===== config.mk =====
export PLATFORM = sky130hd
export DESIGN_NAME = uivtc_timing_gen
export DESIGN_NICKNAME = d
export VERILOG_FILES = /design/src/rtl/uivtc_pkg.sv /design/src/rtl/uivtc_axis_cnt.sv /design/src/rtl/uivtc_timing_gen.sv
export SDC_FILE = /design/constraint.sdc
export NUM_CORES = 1
export LEC_CHECK = 0
export ABC_AREA = 1
export CORE_UTILIZATION = 46
export CTS_CLUSTER_DIAMETER = 50
export DETAILED_ROUTE_END_ITERATION = 8
export PLACE_DENSITY = 0.64
export RECOVER_POWER = 100
export SYNTH_ARGS = -nofsm -noshare
export SYNTH_HDL_FRONTEND = slang
export SYNTH_SLANG_ARGS = --single-unit

===== constraint.sdc =====
create_clock -name I_vtc_clk -period 1.9 [get_ports I_vtc_clk]
set_input_delay 0.38 -clock I_vtc_clk [delete_from_list [all_inputs] [get_ports I_vtc_clk]]
set_output_delay 0.38 -clock I_vtc_clk [all_outputs]
set_load 0.02 [all_outputs]

===== src/rtl/uivtc_pkg.sv =====
// Shared definitions for the video timing controller: raster presets,
// counter width and the per-axis phase encoding.
package uivtc_pkg;

  // Raster counters are 12 bits wide, so each axis total must be <= 4096.
  localparam int CNT_W = 12;

  // 1280x720@60 preset
  localparam int P720_H_ACTIVE = 1280;
  localparam int P720_H_FP     = 110;
  localparam int P720_H_SYNC   = 40;
  localparam int P720_H_BP     = 220;
  localparam int P720_V_ACTIVE = 720;
  localparam int P720_V_FP     = 5;
  localparam int P720_V_SYNC   = 5;
  localparam int P720_V_BP     = 20;

  // 1920x1080@60 preset
  localparam int P1080_H_ACTIVE = 1920;
  localparam int P1080_H_FP     = 88;
  localparam int P1080_H_SYNC   = 44;
  localparam int P1080_H_BP     = 148;
  localparam int P1080_V_ACTIVE = 1080;
  localparam int P1080_V_FP     = 4;
  localparam int P1080_V_SYNC   = 5;
  localparam int P1080_V_BP     = 36;

  // Phase of one raster axis, in the order the counter walks through them.
  typedef enum logic [1:0] {
    PH_SYNC = 2'd0,
    PH_BP   = 2'd1,
    PH_ACT  = 2'd2,
    PH_FP   = 2'd3
  } phase_e;

  // Total count of one axis (pixels per line or lines per frame).
  function automatic int axis_total(input int sync_w, input int bp_w,
                                    input int act_w, input int fp_w);
    return sync_w + bp_w + act_w + fp_w;
  endfunction

endpackage


===== src/rtl/uivtc_axis_cnt.sv =====
// One raster axis: a wrapping counter plus its SYNC/BP/ACT/FP phase,
// which is decoded from the count rather than tracked separately.
module uivtc_axis_cnt
  import uivtc_pkg::*;
#(
  parameter int SYNC = 1,
  parameter int BP   = 1,
  parameter int ACT  = 1,
  parameter int FP   = 1
) (
  input  logic             clk,
  input  logic             rstn,
  input  logic             clr,
  input  logic             step,
  output logic [CNT_W-1:0] cnt,
  output logic             last,
  output logic             in_sync,
  output logic             in_act
);

  localparam int               TOTAL     = axis_total(SYNC, BP, ACT, FP);
  localparam logic [CNT_W-1:0] LAST_C    = CNT_W'(TOTAL - 1);
  localparam logic [CNT_W-1:0] BP_START  = CNT_W'(SYNC);
  localparam logic [CNT_W-1:0] ACT_START = CNT_W'(SYNC + BP);
  localparam logic [CNT_W-1:0] FP_START  = CNT_W'(SYNC + BP + ACT);

  logic [CNT_W-1:0] cnt_q;
  logic [CNT_W-1:0] cnt_d;
  phase_e           phase;

  // Phase follows directly from where the counter sits in the axis.
  always_comb begin
    phase = PH_FP;
    if (cnt_q < BP_START) begin
      phase = PH_SYNC;
    end else if (cnt_q < ACT_START) begin
      phase = PH_BP;
    end else if (cnt_q < FP_START) begin
      phase = PH_ACT;
    end
  end

  // Next count: clear wins, otherwise advance on step and wrap after the last count.
  always_comb begin
    cnt_d = cnt_q;
    if (clr) begin
      cnt_d = '0;
    end else if (step) begin
      cnt_d = last ? '0 : cnt_q + 1'b1;
    end
  end

  // Counter register.
  always_ff @(posedge clk or negedge rstn) begin
    if (!rstn) begin
      cnt_q <= '0;
    end else begin
      cnt_q <= cnt_d;
    end
  end

  assign cnt     = cnt_q;
  assign last    = (cnt_q == LAST_C);
  assign in_sync = (phase == PH_SYNC);
  assign in_act  = (phase == PH_ACT);

endmodule


===== src/rtl/uivtc_timing_gen.sv =====
// Video timing controller top: horizontal and vertical axis counters, the
// sof/x/y decode and one output register stage so VS, HS, DE, sof and x/y
// for a given raster position leave on the same clock edge.
module uivtc_timing_gen
  import uivtc_pkg::*;
#(
  parameter int   H_ACTIVE = P1080_H_ACTIVE,
  parameter int   H_FP     = P1080_H_FP,
  parameter int   H_SYNC   = P1080_H_SYNC,
  parameter int   H_BP     = P1080_H_BP,
  parameter int   V_ACTIVE = P1080_V_ACTIVE,
  parameter int   V_FP     = P1080_V_FP,
  parameter int   V_SYNC   = P1080_V_SYNC,
  parameter int   V_BP     = P1080_V_BP,
  parameter logic HS_POL   = 1'b1,
  parameter logic VS_POL   = 1'b1
) (
  input  logic             I_vtc_clk,
  input  logic             I_vtc_rstn,
  input  logic             I_vtc_en,
  output logic             O_vtc_vs,
  output logic             O_vtc_hs,
  output logic             O_vtc_de,
  output logic             O_vtc_sof,
  output logic [CNT_W-1:0] O_vtc_x,
  output logic [CNT_W-1:0] O_vtc_y
);

  localparam logic [CNT_W-1:0] X_OFS = CNT_W'(H_SYNC + H_BP);
  localparam logic [CNT_W-1:0] Y_OFS = CNT_W'(V_SYNC + V_BP);

  logic [CNT_W-1:0] h_cnt;
  logic [CNT_W-1:0] v_cnt;
  logic             h_last;
  logic             h_in_sync;
  logic             h_in_act;
  logic             v_in_sync;
  logic             v_in_act;
  // End-of-frame flag from the V axis; sof decodes the origin directly instead.
  logic             v_last_unused;

  logic             vs_q, vs_d;
  logic             hs_q, hs_d;
  logic             de_q, de_d;
  logic             sof_q, sof_d;
  logic [CNT_W-1:0] x_q, x_d;
  logic [CNT_W-1:0] y_q, y_d;

  // Pixel counter: runs every clock while enabled.
  uivtc_axis_cnt #(
    .SYNC(H_SYNC),
    .BP  (H_BP),
    .ACT (H_ACTIVE),
    .FP  (H_FP)
  ) u_h_cnt (
    .clk    (I_vtc_clk),
    .rstn   (I_vtc_rstn),
    .clr    (~I_vtc_en),
    .step   (1'b1),
    .cnt    (h_cnt),
    .last   (h_last),
    .in_sync(h_in_sync),
    .in_act (h_in_act)
  );

  // Line counter: advances once per line, on the last pixel of the line.
  uivtc_axis_cnt #(
    .SYNC(V_SYNC),
    .BP  (V_BP),
    .ACT (V_ACTIVE),
    .FP  (V_FP)
  ) u_v_cnt (
    .clk    (I_vtc_clk),
    .rstn   (I_vtc_rstn),
    .clr    (~I_vtc_en),
    .step   (h_last),
    .cnt    (v_cnt),
    .last   (v_last_unused),
    .in_sync(v_in_sync),
    .in_act (v_in_act)
  );

  // Output decode: inactive levels while disabled, raster decode otherwise.
  always_comb begin
    vs_d  = ~VS_POL;
    hs_d  = ~HS_POL;
    de_d  = 1'b0;
    sof_d = 1'b0;
    x_d   = '0;
    y_d   = '0;
    if (I_vtc_en) begin
      vs_d  = v_in_sync ? VS_POL : ~VS_POL;
      hs_d  = h_in_sync ? HS_POL : ~HS_POL;
      de_d  = h_in_act & v_in_act;
      sof_d = (h_cnt == '0) && (v_cnt == '0);
      if (h_in_act && v_in_act) begin
        x_d = h_cnt - X_OFS;
        y_d = v_cnt - Y_OFS;
      end
    end
  end

  // Output register stage; reset drives every output to its inactive level.
  always_ff @(posedge I_vtc_clk or negedge I_vtc_rstn) begin
    if (!I_vtc_rstn) begin
      vs_q  <= ~VS_POL;
      hs_q  <= ~HS_POL;
      de_q  <= 1'b0;
      sof_q <= 1'b0;
      x_q   <= '0;
      y_q   <= '0;
    end else begin
      vs_q  <= vs_d;
      hs_q  <= hs_d;
      de_q  <= de_d;
      sof_q <= sof_d;
      x_q   <= x_d;
      y_q   <= y_d;
    end
  end

  assign O_vtc_vs  = vs_q;
  assign O_vtc_hs  = hs_q;
  assign O_vtc_de  = de_q;
  assign O_vtc_sof = sof_q;
  assign O_vtc_x   = x_q;
  assign O_vtc_y   = y_q;

endmodule


# Yosys cells after proc, flatten, opt, wreduce, memory -nomap -nowiden
# Index checks and enable logic that the tools add are counted.
# op_classes
n_addsub	4
magnitude_cmp	6
n_eq_ne	5
muxes	21
bitwise	1
n_reduce_logical	6
# ops
cell	count
$mux 12	9
$add 12x1->12 const B	2
$logic_not 12->1	2
$lt 12x6->1 const B	2
$eq 12x11->1 const B	1
$eq 12x12->1 const B	1
$lt 12x11->1 const B	1
$lt 12x12->1 const B	1
$lt 12x3->1 const B	1
$lt 12x8->1 const B	1
$sub 12x6->12 const B	1
$sub 12x8->12 const B	1
$mux 1	8
$mux 2	4
$eq 2x2->1 const B	2
$logic_not 2->1	2
$logic_and 1x1->1	2
$ne 2x1->1 const B	1
$and 1x1->1	1
# word_totals
register_bits	52
in_bits	3
out_inout_bits	28
word_cells	51

# Longest topological paths before layout
# Gate-level depths: netlist of the first run.
# depth
ltp_word	8
mapped_depth	12
depth_no_buf	10

# Hierarchy
# From an unflattened synthesis of the first run, not the netlist that was laid out.
# hier_totals
cells_unflattened	413
hier_area_um2	3055.4
# modules_own_cells
mod	n_inst	cells_per_inst	area_per_inst_um2	seq_area_each_um2
uivtc_timing_gen	1	148	1270.0	700.7
uivtc_axis_cnt (u_v_cnt)	1	139	915.9	300.3
uivtc_axis_cnt (u_h_cnt)	1	126	869.6	300.3

# Least setup slack after synthesis of the first run
# No wires, ideal clock.
# synth_timing
kind	reg-to-reg
start	register u_h_cnt.cnt_q[6], in the netlist u_h_cnt.cnt[6]
end	register y_q[6], in the netlist O_vtc_y[6]
setup_time_ns	0.124
arrival_time_ns	1.600
required_time_ns	1.776
slack_ns	0.177
path_stages_with_launch	13
n_path_buf	2
synth_period_minus_slack_ns	1.723
cell_sequence	dfrtp_1 > clkbuf_1 > inv_1 > ha_1 > nand2_1 > inv_1 > nand2_1 > nand3_1 > nand2_2 > nor2_4 > nand2_4 > buf_12 > nor2_4
# synth_between
elab_chain_len	8
elab_cells_between_ends	10
classes_between	order compare (3); eq/ne (1); mux (5); reduce/logical (1)
# synth_rtl
item	line_no	source
start: declaration	uivtc_axis_cnt.sv:27	logic [CNT_W-1:0] cnt_q;
start signal: assignment	uivtc_axis_cnt.sv:58	cnt_q <= cnt_d;
$lt 12x12->1	uivtc_axis_cnt.sv:38	end else if (cnt_q < FP_START) begin
$mux 1	uivtc_axis_cnt.sv:38	
$mux 2	uivtc_axis_cnt.sv:36	end else if (cnt_q < ACT_START) begin
$mux 2 (*)	uivtc_axis_cnt.sv:34	if (cnt_q < BP_START) begin
$eq 2x2->1 (*)	uivtc_axis_cnt.sv:65	assign in_act = (phase == PH_ACT);
$logic_and 1x1->1 (*)	uivtc_timing_gen.sv:96	if (h_in_act && v_in_act) begin
$mux 12 (*)	uivtc_timing_gen.sv:96	
$mux 12 (*)	uivtc_timing_gen.sv:91	if (I_vtc_en) begin
named net y_d[6]	uivtc_timing_gen.sv:47	logic [CNT_W-1:0] y_q, y_d;
end signal: assignment	uivtc_timing_gen.sv:118	y_q <= y_d;
end: declaration	uivtc_timing_gen.sv:47	
# The timed path passes the listed nets; every way through them passes the cells marked *.
# A chain may end at the register's enable or synchronous reset.

# Worst setup path in the final report of the first run
# layout_timing
start	register u_v_cnt.cnt_q[0], in the netlist u_v_cnt.cnt[0]
end	register y_q[0], in the netlist O_vtc_y[0]
# layout_between
elab_chain_len	8
elab_cells_between_ends	11
classes_between	add/sub (1); order compare (3); eq/ne (1); mux (5); reduce/logical (1)
# layout_rtl
item	line_no
start: declaration	uivtc_axis_cnt.sv:27
start signal: assignment	uivtc_axis_cnt.sv:58
$lt 12x11->1	uivtc_axis_cnt.sv:38
$mux 1	uivtc_axis_cnt.sv:38
$mux 2	uivtc_axis_cnt.sv:36
$mux 2	uivtc_axis_cnt.sv:34
$eq 2x2->1	uivtc_axis_cnt.sv:65
$logic_and 1x1->1	uivtc_timing_gen.sv:96
$mux 12 (*)	uivtc_timing_gen.sv:96
$mux 12 (*)	uivtc_timing_gen.sv:91
named net y_d[0]	uivtc_timing_gen.sv:47
# Marked as above.

==> results of run 1 <==
cell families (layout without fill, tap and decap cells):
group / count (synthesis) / count (layout) / share of synthesized area
flops: 52 / 52 / 0.430
xor+xnor: 12 / 12 / 0.0348
fa+ha+maj: 9 / 9 / 0.0373
compound gates: 15 / 15 / 0.0290
simple gates: 222 / 222 / 0.385
buf+inv: 49 / 88 / 0.0836
cell usage after synthesis (all sizes together):
master  number
dfrtp       52
nand3       30
nor2        76
clkbuf       2
xor2        11
nor4         1
buf          7
o21ai        9
nand2       97
nor3b        1
xnor2        1
inv         40
ha           9
o21bai       1
nor3         5
nand4       12
a21oi        4
a211oi       1
path summary, 6_finish.rpt:
check	cells past startpoint	endpoint	from
min in group I_vtc_clk	1	u_h_cnt.cnt[0]	u_h_cnt.cnt[0]
hold / removal	1	u_v_cnt.cnt[11]	I_vtc_rstn
setup reg to reg	10	O_vtc_y[0]	u_v_cnt.cnt[0]
setup / recovery	10	O_vtc_y[0]	u_v_cnt.cnt[0]
hold reg to reg	1	u_h_cnt.cnt[0]	u_h_cnt.cnt[0]
max in group asynchronous	2	O_vtc_x[8]	I_vtc_rstn
critical path, cell delays in order, from the launching register on:
cell	delay, ns
dfrtp_1	0.46
inv_2	0.09
ha_1	0.23
nand2_1	0.09
nand2_1	0.08
nand2_1	0.11
a21oi_2	0.07
nor2_4	0.13
nand2_4	0.08
buf_12	0.15
nor2_1	0.13
layout make-up:
cell class                      instances  area, µm²
Fill cell                             594       2930
Multi-Input combinational cell        258       1350
Sequential cell                        52       1300
Timing Repair Buffer                   40        397
Inverter                               40        153
Clock buffer                            7       96.3
Tap cell                               77       96.3
Clock inverter                          1       30.0
layer usage:
layer | GRT usage | routed length (µm)
met5 | 0 | 0
met4 | 0.0439 | 61
met3 | 0.0368 | 254
met2 | 0.275 | 2560
met1 | 0.290 | 3080
state kept, by name (all words and copies together), names as in the netlist:
signal	cells
O_vtc_de	1
O_vtc_hs	1
O_vtc_sof	1
O_vtc_vs	1
O_vtc_x	12
O_vtc_y	12
u_h_cnt.cnt	12
u_v_cnt.cnt	12
metrics by stage:
step	cell area [µm²]	worst slack, ns	instances
3_3_place_gp	3430	0.218	467
5_1_grt	3420	0.0489	475
3_5_place_dp	3430	0.183	467
4_1_cts	3550	0.165	475
6_report	3420	0.188	475
2_1_floorplan	3020	0.177	359
power by group:
group          internal (mW)  switching (mW)  total, mW  leakage (nW)
Clock                  0.465           0.344      0.808        0.0645
Combinational         0.0258          0.0605     0.0863          1.12
Sequential              1.11         0.00634       1.12         0.719
Total                   1.61           0.411       2.02          1.91
what timing repair did:
| item | 4_1_cts | 5_1_grt |
|---|---|---|
| gates resized for setup | 0 | 1 |
| hold endpoints to repair | 0 | 0 |
| endpoints found under the setup margin | 0 | 4 |
==> results.sh, run 1 <==
export IMPL_overflow=0
export IMPL_syn_cell_area_um2=3020
export IMPL_final_common_cell="nand2_1"
export IMPL_cts_tree="built"
export IMPL_coreArea_um2=6350
export IMPL_cellLeakagePower_nw=1.91
export IMPL_grt_pass1_wl_um=10600
export IMPL_dp_hpwl_um=4640
export IMPL_drtAntennaViolNets=0
export IMPL_first_pass_iters=4
export IMPL_antenna_cells=0
export IMPL_drive_gt1_frac=0.136
export IMPL_netlist_instances=359
export IMPL_hold_viol=0
export IMPL_status="complete, no violations"
export IMPL_vias_per_cell=4.88
export IMPL_vias=2317
export IMPL_finalCritPeriodShare=0.901
export IMPL_ios=31
export IMPL_startpoint_type="flop"
export IMPL_die_height_um=83.1
export IMPL_ir_drop_mv=0.368
export IMPL_numCtsBuffers=5
export IMPL_max_clock_path_buffers=2
export IMPL_whs_ns=0.264
export IMPL_antenna_found_initial=0
export IMPL_endpoint_kind="flop"
export IMPL_io_buffers=30
export IMPL_utilization=0.539
export IMPL_syn_num_nets=371
export IMPL_clk_latency_ns=0.30
export IMPL_die_x_um=83.1
export IMPL_die_area_um2=6900
export IMPL_skew_ns=0.00764
export IMPL_report_final_slew_viol_count=0
export IMPL_yosysTopAreaCellShare=0.430
export IMPL_cellPowerDensity_nw_per_um2=589
export IMPL_h_tree_depth=2
export IMPL_layout_common_cells="nand2_1, nor2_1, dfrtp_1, inv_1, dlygate4sd3_1"
export IMPL_clk_pin_slew_ns=0.09
export IMPL_routedWlPerCell_um=12.5
export IMPL_ys_seq_elements=52
export IMPL_clock_sinks=52
export IMPL_drtIter0Drc=131
export IMPL_hold_path_class="in -> async"
export IMPL_final_setup_viol_count=0
export IMPL_root_buffer="clkbuf_8"
export IMPL_grt_util_all_layers=0.189
export IMPL_grt_pass1_vias=2161
export IMPL_gp_congestion=0.928
export IMPL_drc_errors=0
export IMPL_cts_hold_buffers=0
export IMPL_crit_arrival_ns=1.94
export IMPL_synth_top_area_cell="dfrtp_1"
export IMPL_nets=409
export IMPL_path_class="reg -> reg"
export IMPL_fin_tns_setup_ns=0
export IMPL_synth_avg_cell_area_um2=8.42
export IMPL_synth_yosys_seq_area_share=0.430
export IMPL_worst_pin_slew_ns=1.12
export IMPL_r2r_slack_ns=0.19
export IMPL_max_slew_margin=0.256
export IMPL_post_cts_buffers=0
export IMPL_num_rows=29
export IMPL_syn_to_final_growth_pct=13.2
export IMPL_synthDistinctLibCells=32
export IMPL_grt_max_degree=35
export IMPL_cp_required_ns=2.12
export IMPL_path_max_fanout=12
export IMPL_wl_um=5950
export IMPL_rsz0062_at_grt="no"
export IMPL_maxCapViolations=0
export IMPL_min_period_ns=1.71
export IMPL_synth_warnings=0
export IMPL_synthTopCellsByArea="dfrtp_1, nand2_1, nor2_4, nor2_1, nand3_1"
export IMPL_power_total_mw=2.02
export IMPL_max_freq_ghz=0.584
export IMPL_initial_core_util=0.476
Power figures use the tool's default switching activity.
==> inputs of run 2 (changes only) <==
--- a/config.mk
+++ b/config.mk
@@ -6,6 +6,7 @@
 export NUM_CORES = 1
 export LEC_CHECK = 0
 export ABC_AREA = 1
+export CORE_ASPECT_RATIO = 0.75
 export CORE_UTILIZATION = 46
 export CTS_CLUSTER_DIAMETER = 50
 export DETAILED_ROUTE_END_ITERATION = 8
==> results.sh, run 2 (synthesis gave the netlist of run 1 again) <==
export IMPL_min_period_ns=1.70
export IMPL_grt_pass1_wl_um=10400
export IMPL_drtAntennaViolNets=0
export IMPL_worst_pin_slew_ns=1.32
export IMPL_cp_top_family="buffers and inverters"
export IMPL_overflow=0
export IMPL_drive_gt1_frac=0.136
export IMPL_grt_pass1_vias=2112
export IMPL_r2r_slack_ns=0.20
export IMPL_rsz0062_at_grt="no"
export IMPL_root_buffer="clkbuf_8"
export IMPL_endpoint_kind="primary output"
export IMPL_ff2ff_path_depth=7
export IMPL_switchingPower_uw=424
export IMPL_path_class="reg -> out"
export IMPL_antenna_found_initial=0
export IMPL_clk_latency_ns=0.30
export IMPL_numCtsBuffers=5
export IMPL_cp_required_ns=1.52
export IMPL_hold_viol=0
export IMPL_rr_startpoint="u_h_cnt.cnt[6]"
export IMPL_initial_core_util=0.478
export IMPL_cp_slowest_cell="dlygate4sd3_1"
export IMPL_startpoint_type="flop"
export IMPL_drtIter0Drc=174
export IMPL_maxCapViolations=0
export IMPL_path_max_fanout=1
export IMPL_gp_congestion=0.878
export IMPL_cts_tree="built"
export IMPL_clock_sinks=52
export IMPL_worst_path_buf_inv=1
export IMPL_max_clock_path_buffers=2
export IMPL_whs_ns=0.345
export IMPL_clock_power_share=0.382
export IMPL_antenna_cells=0
export IMPL_cp_depth=1
export IMPL_place_area_um2=3430
export IMPL_vias_per_cell=4.99
export IMPL_ios=31
export IMPL_die_x_um=95.6
export IMPL_clk_pin_slew_ns=0.09
export IMPL_intPower_mw=1.53
export IMPL_max_slew_margin=0.123
export IMPL_cp_startpoint="O_vtc_x[11]"
export IMPL_wl_um=6290
export IMPL_dp_hpwl_um=4850
export IMPL_cts_hold_buffers=0
export IMPL_routedWlPerCell_um=13.1
export IMPL_grt_util_all_layers=0.200
export IMPL_num_rows=25
export IMPL_drc_errors=0
export IMPL_io_buffers=30
export IMPL_max_freq_ghz=0.587
export IMPL_vias=2389
export IMPL_seqPwrFrac=0.573
export IMPL_cp_endpoint="O_vtc_x[11]"
export IMPL_utilization=0.542
export IMPL_layout_common_cells="nand2_1, nor2_1, dfrtp_1, inv_1, dlygate4sd3_1"
export IMPL_die_area_um2=6900
export IMPL_p_comb_frac=0.045
export IMPL_syn_to_final_growth_pct=13.3
export IMPL_design_area_um2=3430
export IMPL_crit_arrival_ns=1.32
export IMPL_final_setup_viol_count=0
export IMPL_nets=409
export IMPL_r2r_end="u_v_cnt.cnt[2]"
export IMPL_finalCritPeriodShare=0.897
export IMPL_final_common_cell="nand2_1"
export IMPL_h_tree_depth=2
export IMPL_hold_path_class="in -> async"
export IMPL_die_height_um=72.2
export IMPL_ir_drop_mv=0.259
export IMPL_fin_tns_setup_ns=0
export IMPL_cellPowerDensity_nw_per_um2=571
export IMPL_coreArea_um2=6320
export IMPL_skew_ns=0.00692
export IMPL_p_sw_frac=0.217
export IMPL_first_pass_iters=5
export IMPL_grt_max_degree=33
export IMPL_path_cells="dlygate4sd3_1"
export IMPL_power_total_mw=1.96
export IMPL_cp_slowest_stage_delay_ns=0.65
export IMPL_report_final_slew_viol_count=0
export IMPL_cellLeakagePower_nw=1.91
export IMPL_status="complete, no violations"
-- run 2: metrics by stage --
stage / std cells / setup slack (ns)
floorplan: 359 / 0.177
global placement: 471 / 0.209
detailed placement: 471 / 0.161
CTS: 479 / 0.154
global route: 479 / 0.0762
finish: 479 / 0.196
-- run 2: how the worst min path moves through the flow --
stage,end,slack (ns),depth (start not counted),startpoint
detailed placement,O_vtc_y[9],0.39,1,I_vtc_rstn
CTS,O_vtc_y[9],0.06,1,I_vtc_rstn
global route,O_vtc_y[9],0.41,1,I_vtc_rstn
finish,O_vtc_y[9],0.34,1,I_vtc_rstn
global placement,O_vtc_y[9],0.38,1,I_vtc_rstn
floorplan,O_vtc_de,0.08,0,I_vtc_rstn
-- run 2: power by group through the flow --
stage	Combinational, mW	Sequential [mW]	Clock, mW
6_report	0.0880	1.12	0.747
5_1_grt	0.100	1.12	0.807
4_1_cts	0.0984	1.12	0.762
3_5_place_dp	0.0972	1.14	0
3_3_place_gp	0.0974	1.14	0
2_1_floorplan	0.0343	1.15	0
-- run 2: routing by layer --
layer,up-vias,track usage,part of all wire
met5,-,0,0
met4,0,0.0531,0.0089
met3,7,0.0335,0.061
met2,80,0.272,0.40
met1,1103,0.321,0.53
li1,1199,-,-
-- run 2: repair_timing --
action	4_1_cts	5_1_grt
setup endpoints to repair	0	4
setup buffers	0	0
gates resized for setup	0	2
-- run 2: cell type report --
cell class | instances | area, µm²
Multi-Input combinational cell | 258 | 1370
Clock inverter | 2 | 35.0
Tap cell | 81 | 101
Fill cell | 604 | 2890
Timing Repair Buffer | 40 | 397
Inverter | 40 | 153
Clock buffer | 6 | 72.6
Sequential cell | 52 | 1300
==> inputs of run 3 (changes only) <==
--- a/config.mk
+++ b/config.mk
@@ -6,11 +6,12 @@
 export NUM_CORES = 1
 export LEC_CHECK = 0
 export ABC_AREA = 1
+export CAP_MARGIN = 25
 export CORE_ASPECT_RATIO = 0.75
-export CORE_UTILIZATION = 46
+export CORE_UTILIZATION = 55
 export CTS_CLUSTER_DIAMETER = 50
 export DETAILED_ROUTE_END_ITERATION = 8
-export PLACE_DENSITY = 0.64
+export PLACE_DENSITY = 0.75
 export RECOVER_POWER = 100
 export SYNTH_ARGS = -nofsm -noshare
 export SYNTH_HDL_FRONTEND = slang
==> results.sh, run 3 (synthesis gave the netlist of run 1 again) <==
export IMPL_status="complete, no violations"
export IMPL_root_buffer="clkbuf_8"
export IMPL_startpoint_type="flop"
export IMPL_dp_hpwl_um=4780
export IMPL_hold_viol=0
export IMPL_final_common_cell="nand2_1"
export IMPL_numCtsBuffers=5
export IMPL_grt_util_all_layers=0.239
export IMPL_drtIter0Drc=251
export IMPL_cp_top_family="simple AND/OR/NAND/NOR gates"
export IMPL_num_rows=22
export IMPL_fin_tns_setup_ns=0
export IMPL_grt_max_degree=32
export IMPL_layout_common_cells="nand2_1, nor2_1, dfrtp_1, inv_1, dlygate4sd3_1"
export IMPL_drive_gt1_frac=0.138
export IMPL_cp_slowest_stage_delay_ns=0.43
export IMPL_drtAntennaViolNets=0
export IMPL_die_area_um2=5800
export IMPL_fin_ws_ns=0.165
export IMPL_first_pass_iters=5
export IMPL_whs_ns=0.152
export IMPL_min_period_ns=1.73
export IMPL_crit_arrival_ns=1.97
export IMPL_overflow=0
export IMPL_worst_path_buf_inv=2
export IMPL_drc_errors=0
export IMPL_ir_drop_mv=0.389
export IMPL_dp_slack_ns=0.200
export IMPL_antenna_found_initial=0
export IMPL_io_buffers=30
export IMPL_grt_pass1_wl_um=10400
export IMPL_h_tree_depth=2
export IMPL_cp_slowest_cell="dfrtp_1"
export IMPL_clk_pin_slew_ns=0.09
export IMPL_maxCapViolations=0
export IMPL_nets=411
export IMPL_gp_congestion=0.961
export IMPL_path_class="reg -> reg"
export IMPL_vias_per_cell=5.12
export IMPL_vias=2415
export IMPL_worst_pin_slew_ns=0.871
export IMPL_finalCritPeriodShare=0.913
export IMPL_die_height_um=66.2
export IMPL_path_max_fanout=11
export IMPL_cts_hold_buffers=0
export IMPL_max_slew_margin=0.419
export IMPL_max_freq_ghz=0.576
export IMPL_syn_to_final_growth_pct=12.3
export IMPL_max_clock_path_buffers=2
export IMPL_grt_pass1_vias=2146
export IMPL_finalNonFillerCells=472
export IMPL_initial_core_util=0.594
export IMPL_report_final_slew_viol_count=0
export IMPL_placedCellCount=464
export IMPL_cellPowerDensity_nw_per_um2=540
export IMPL_wl_um=6120
export IMPL_cts_resized=0
export IMPL_cts_tree="built"
export IMPL_multiInputGateArea_um2=1370
export IMPL_final_setup_viol_count=0
export IMPL_path_cells="inv_1 > ha_1 > nand2_1 > nand2_1 > nand2_2 > a21oi_2 > nor2_1 > nand2_4 > buf_12 > nor2_1"
export IMPL_post_cts_buffers=0
export IMPL_rsz0062_at_grt="no"
export IMPL_coreArea_um2=5090
export IMPL_routedWlPerCell_um=13.0
export IMPL_clock_sinks=52
export IMPL_skew_ns=0.00575
export IMPL_ios=31
export IMPL_die_x_um=87.6
export IMPL_seq_area_um2=1300
export IMPL_endpoint_kind="flop"
export IMPL_fill_cells=433
export IMPL_hold_path_class="in -> async"
export IMPL_cellLeakagePower_nw=1.91
export IMPL_clk_latency_ns=0.31
export IMPL_cp_required_ns=2.14
export IMPL_antenna_cells=0
[run 3: cell type report]
type,count,share of cell area
Clock buffer,5,0.0203
Clock inverter,3,0.00626
Inverter,40,0.0450
Multi-Input combinational cell,258,0.402
Sequential cell,52,0.383
Tap cell,72,0.0265
Timing Repair Buffer,42,0.117
[run 3: power by group]
group          switching (mW)  total (mW)  internal [mW]
combinational          0.0625      0.0860         0.0235
sequential            0.00633        1.12           1.11
clock                   0.366       0.628          0.262
[run 3: layer usage]
layer | vias up | global-route usage | part of all wire
li1 | 1207 | - | -
met1 | 1101 | 0.369 | 0.52
met2 | 102 | 0.335 | 0.39
met3 | 5 | 0.0549 | 0.085
met4 | 0 | 0.0574 | 0.0047
met5 | - | 0 | 0
[run 3: worst paths after layout]
check                          startpoint              to  slack, ns  cells after the start
max                        u_v_cnt.cnt[0]      O_vtc_y[0]       0.17                     10
min                            I_vtc_rstn  u_h_cnt.cnt[0]       0.15                      1
max reg2reg                u_v_cnt.cnt[0]      O_vtc_y[0]       0.17                     10
min reg2reg                u_h_cnt.cnt[0]  u_h_cnt.cnt[0]       0.51                      1
max in group asynchronous      I_vtc_rstn      O_vtc_y[4]       0.55                      2
min in group I_vtc_clk     u_h_cnt.cnt[0]  u_h_cnt.cnt[0]       0.51                      1
[run 3: metrics by stage]
stage               power [mW]   util  instance area (µm²)
floorplan                 1.18      -                 3020
global placement          1.24  0.675                 3440
detailed placement        1.24  0.675                 3440
CTS                       1.86  0.692                 3530
global route              1.91  0.667                 3400
finish                    1.83  0.667                 3400
